File: src/rtl/rr_mux_arb.sv
// rr_mux_arb: N:1 arbitrated multiplexer with valid/ready handshakes.
// Arbitration picks the first requesting channel, searched circularly from
// a pointer. The pointer rotates past each winner in round-robin mode and is
// pinned to 0 in fixed-priority mode. The winner is loaded into a
// single-entry output register that can drain and refill in the same cycle.
module rr_mux_arb #(
  parameter int WIDTH    = 16,
  parameter int CHANNELS = 4,
  parameter int MODE     = 0,
  localparam int SEL_W   = (CHANNELS > 1) ? $clog2(CHANNELS) : 1
) (
  input  logic                      clk,
  input  logic                      rst,
  input  logic [CHANNELS*WIDTH-1:0] in_data,
  input  logic [CHANNELS-1:0]       in_valid,
  output logic [CHANNELS-1:0]       in_ready,
  output logic [WIDTH-1:0]          out_data,
  output logic [SEL_W-1:0]          out_sel,
  output logic                      out_valid,
  input  logic                      out_ready
);

  logic             out_valid_q, out_valid_d;
  logic [WIDTH-1:0] out_data_q, out_data_d;
  logic [SEL_W-1:0] out_sel_q, out_sel_d;
  logic [SEL_W-1:0] ptr_q, ptr_d;

  logic             hi_found, lo_found;
  logic [SEL_W-1:0] hi_idx, lo_idx;
  logic             grant_any;
  logic [SEL_W-1:0] grant_idx;
  logic [WIDTH-1:0] sel_data;
  logic             load_en;
  logic             xfer;

  // The output register can take a word when empty or being drained.
  assign load_en = !out_valid_q || out_ready;
  // Reset blocks every grant so nothing is handshaken away while resetting.
  assign xfer    = !rst && load_en && grant_any;

  // Circular search from ptr: lowest requester at or above ptr, else the
  // lowest requester overall (the wrapped part of the search).
  always_comb begin
    hi_found = 1'b0;
    hi_idx   = '0;
    lo_found = 1'b0;
    lo_idx   = '0;
    for (int c = CHANNELS - 1; c >= 0; c--) begin
      if (in_valid[SEL_W'(c)]) begin
        lo_found = 1'b1;
        lo_idx   = SEL_W'(c);
        if (SEL_W'(c) >= ptr_q) begin
          hi_found = 1'b1;
          hi_idx   = SEL_W'(c);
        end
      end
    end
    grant_any = lo_found;
    grant_idx = hi_found ? hi_idx : lo_idx;
  end

  // Select the winner's data word; in_ready never looks at data.
  always_comb begin
    sel_data = '0;
    for (int c = 0; c < CHANNELS; c++) begin
      if (SEL_W'(c) == grant_idx) sel_data = in_data[c*WIDTH +: WIDTH];
    end
  end

  // One-hot accept towards the winning channel only.
  always_comb begin
    in_ready = '0;
    if (xfer) in_ready[grant_idx] = 1'b1;
  end

  // Output register and pointer next-state: load beats drain, drain clears valid.
  always_comb begin
    out_valid_d = out_valid_q;
    out_data_d  = out_data_q;
    out_sel_d   = out_sel_q;
    ptr_d       = ptr_q;
    if (xfer) begin
      out_valid_d = 1'b1;
      out_data_d  = sel_data;
      out_sel_d   = grant_idx;
      if (MODE == 0) begin
        ptr_d = (grant_idx == SEL_W'(CHANNELS - 1)) ? '0 : grant_idx + 1'b1;
      end
    end else if (out_valid_q && out_ready) begin
      out_valid_d = 1'b0;
    end
  end

  // State registers; reset empties the output and restarts the pointer at 0.
  always_ff @(posedge clk) begin
    if (rst) begin
      out_valid_q <= 1'b0;
      out_data_q  <= '0;
      out_sel_q   <= '0;
      ptr_q       <= '0;
    end else begin
      out_valid_q <= out_valid_d;
      out_data_q  <= out_data_d;
      out_sel_q   <= out_sel_d;
      ptr_q       <= ptr_d;
    end
  end

  assign out_valid = out_valid_q;
  assign out_data  = out_data_q;
  assign out_sel   = out_sel_q;

endmodule

File: config.mk
export PLATFORM = sky130hd
export DESIGN_NAME = rr_mux_arb
export DESIGN_NICKNAME = d
export VERILOG_FILES = /design/src/rtl/rr_mux_arb.sv
export SDC_FILE = /design/constraint.sdc
export NUM_CORES = 1
export LEC_CHECK = 0
export CAP_MARGIN = 10
export CORE_MARGIN = 5
export CORE_UTILIZATION = 27
export CTS_CLUSTER_DIAMETER = 30
export DETAILED_ROUTE_END_ITERATION = 16
export GPL_TIMING_DRIVEN = 1
export PLACE_DENSITY_LB_ADDON = 0.2
export SYNTH_ARGS = -nofsm -noshare
export SYNTH_HDL_FRONTEND = slang
export SYNTH_SLANG_ARGS = --single-unit
File: constraint.sdc
create_clock -name clk -period 1.6 [get_ports clk]
set_input_delay 0.32 -clock clk [delete_from_list [all_inputs] [get_ports clk]]
set_output_delay 0.32 -clock clk [all_outputs]
set_load 0.01 [all_outputs]
==> results.txt <==
status: finished clean
period utilization: 97.22%
dominant synthesized flop cell: dfxtp_1
Critical R2R Capture: out_data[9]
layout cell share with drive strength beyond 1: 15.98%
Antenna Cells: 0
top area cells in the synthesized netlist: dfxtp_1 44%, nand2_1 14%, a31oi_1 12%
clock skew: 0.007618 ns
Post-Syn Area per Cell: 7.875 sq um
initial antenna violation count: 0
nature of the critical path endpoint: primary output
Via-to-Cell Ratio: 4.465
Seq pwr share: 47.1%
vias in the first global route: 999
# rows: 20
Num CTS Buffers: 3
global-route wire length before repair: 4554 um
CTS H-tree lvls: 1
wire length per cell: 12.92 um
crit path DAT: 1.24 ns
DRC: 0
Post-synth EDFFs: 0
Pleak: 0.0006194 uW
fin crit period: 1.555 ns
final instance area: 0.001513 sq mm
cell taking the most area after synthesis: dfxtp_1
reg2reg start: ptr_q[1]
Clock Pin Slew Worst Setup and Hold Paths: 0.11 ns
Total GRT Usage: 13.41%
Layout area overhead: 76.24%
DP HPWL: 2018 um
Overflow after GRT: 0
Placed Area: 0.001466 sq mm
Net Sw Power: 320.1 uW
core area: 0.003053 sq mm
synthesized instance count: 109
Ports: 94
full die area: 0.004406 sq mm
logic gate share of total power: 31.0%
via count: 951
chip width: 66.38 um
clock root cell: clkbuf_4
maximum fanout along the worst path: 2
Pint: 815.2 uW
post-synthesis sequential area ratio: 44.31%
nets@finish: 241
Final TNS setup: 0 ns
TritonRoute pass-1 iters: 4
# setup viols final: 0
maxcap violations: 0
Synth top area share: 44.31%
Hold Fails Final Rpt: 0
fmax: 0.6429 GHz
# hold bufs at CTS: 0
synthesized area: 858.3 sq um
RSZ-0062 raised after global routing: true
DR iter-0 viols: 50
CP Class: reg -> out
most frequent cells in the layout: 51 x clkdlybuf4s50_1, 31 x nand2_1, 17 x dfxtp_1
asr flop ratio synth: 0%
reg2reg path depth: 5
Max IR drop VDD: 0.2931 mV
Worst Hold Depth: 2
Ys Warns: 0
Switching Fraction: 28.19%
startpoint types: register
CTS tree: yes
Port Buf Inserts: 55
Final Slew Violations: 0
Synth Register Bits: 19
CTS sink count: 19
Initial Utilization: 28.11%
hold path endpoint: out_data[11]
clk_lat worst skew: 0.30 ns
routed wire length: 2752 um
Die H: 66.38 um
Clock power frac: 21.9%
largest net degree at the start of global routing: 21
worst hold start: out_data[11]
reg2reg setup slack: 0.34 ns
FILL cells: 341
Hold WC Path Type: reg -> reg
maximum buffer depth of the clock tree: 2
Final ANT Viol Nets: 0
power per cell area: 750.5 mW/mm^2
GPL Wtd Cong: 0.6606
most common cell after layout, fill and taps aside: clkdlybuf4s50_1
Critical Path RT: 1.28 ns
synth unique cells: 19
## power groups by stage
stage	sequential, uW	combinational, uW	clock, uW
detailed placement	544	349	0
floorplan	564	130	0
global placement	543	346	0
global route	539	387	277
CTS	533	347	262
finish	534	352	249
## final cells by class
class	count	area [sq um]	area share [%]
Multi-Input combinational cell	79	416.7	27.54
Tap cell	44	55.05	3.639
Inverter	1	3.754	0.2481
Timing Repair Buffer	66	626.9	41.44
Clock inverter	1	5.005	0.3309
Clock buffer	3	22.52	1.489
Sequential cell	19	382.9	25.31
## cells by family after synthesis
| logic type | count (synthesis) | share of synthesized area (%) |
|---|---|---|
| other cells | 1 | 0.4369 |
| simple gates | 42 | 21.87 |
| compound gates | 33 | 21.57 |
| mux | 1 | 1.166 |
| flops | 19 | 44.31 |
| buf+inv | 13 | 10.64 |
## worst max-delay path by stage
stage	from	endpoint	slack (ns)	cells after the start
after floorplan	ptr_q[1]	in_ready[0]	0.14	4
after global placement	in_valid[0]	in_ready[0]	-0.57	4
after detailed placement	in_valid[0]	in_ready[0]	-0.56	4
after CTS	ptr_q[1]	in_ready[0]	-0.003	3
after global routing	ptr_q[0]	in_ready[0]	-0.008	3
final	ptr_q[0]	in_ready[0]	0.04	3
## flip-flops by register name, summed over array words and instances, names as in the netlist
signal / count
out_valid: 1
ptr_q: 2
out_data: 16
## Yosys cell counts (2+ instances only)
cell	number
a31oi_1	16
buf_4	4
buf_6	2
clkbuf_1	4
dfxtp_1	19
nand2_1	32
nand2b_1	2
nor2_1	4
o21ai_0	16
## layer usage
layer,track usage (%),vias up,share of wire (%)
met5,0,-,0
met2,21.44,41,45
met4,5.330,0,0.87
li1,-,486,-
met3,5.782,2,11
met1,15.60,422,43
## through the flow
stage | total power (uW) | cells | hold WS [ns] | util, % | setup slack [ns]
floorplan | 694.7 | 111 | 0.3924 | - | 0.1403
global placement | 888.9 | 209 | 0.5237 | 48.03 | -0.5689
detailed placement | 893.0 | 209 | 0.5272 | 48.03 | -0.5600
CTS | 1143 | 213 | 0.5486 | 48.61 | -0.002999
global route | 1203 | 213 | 0.5726 | 49.55 | -0.008004
finish | 1135 | 213 | 0.5489 | 49.55 | 0.04454
## critical path, stage by stage (launching register included)
cell and delay (ns):
dfxtp_1 0.33, or3b_4 0.41, nor2_4 0.10, buf_6 0.11
## what timing repair did
item	4_1_cts	5_1_grt
gates resized for setup	11	8
pin swaps	1	2
endpoints found under the setup margin	3	2
setup buffers	0	0
gates cloned	0	0
No activity file was read; power rests on OpenSTA's default activity.
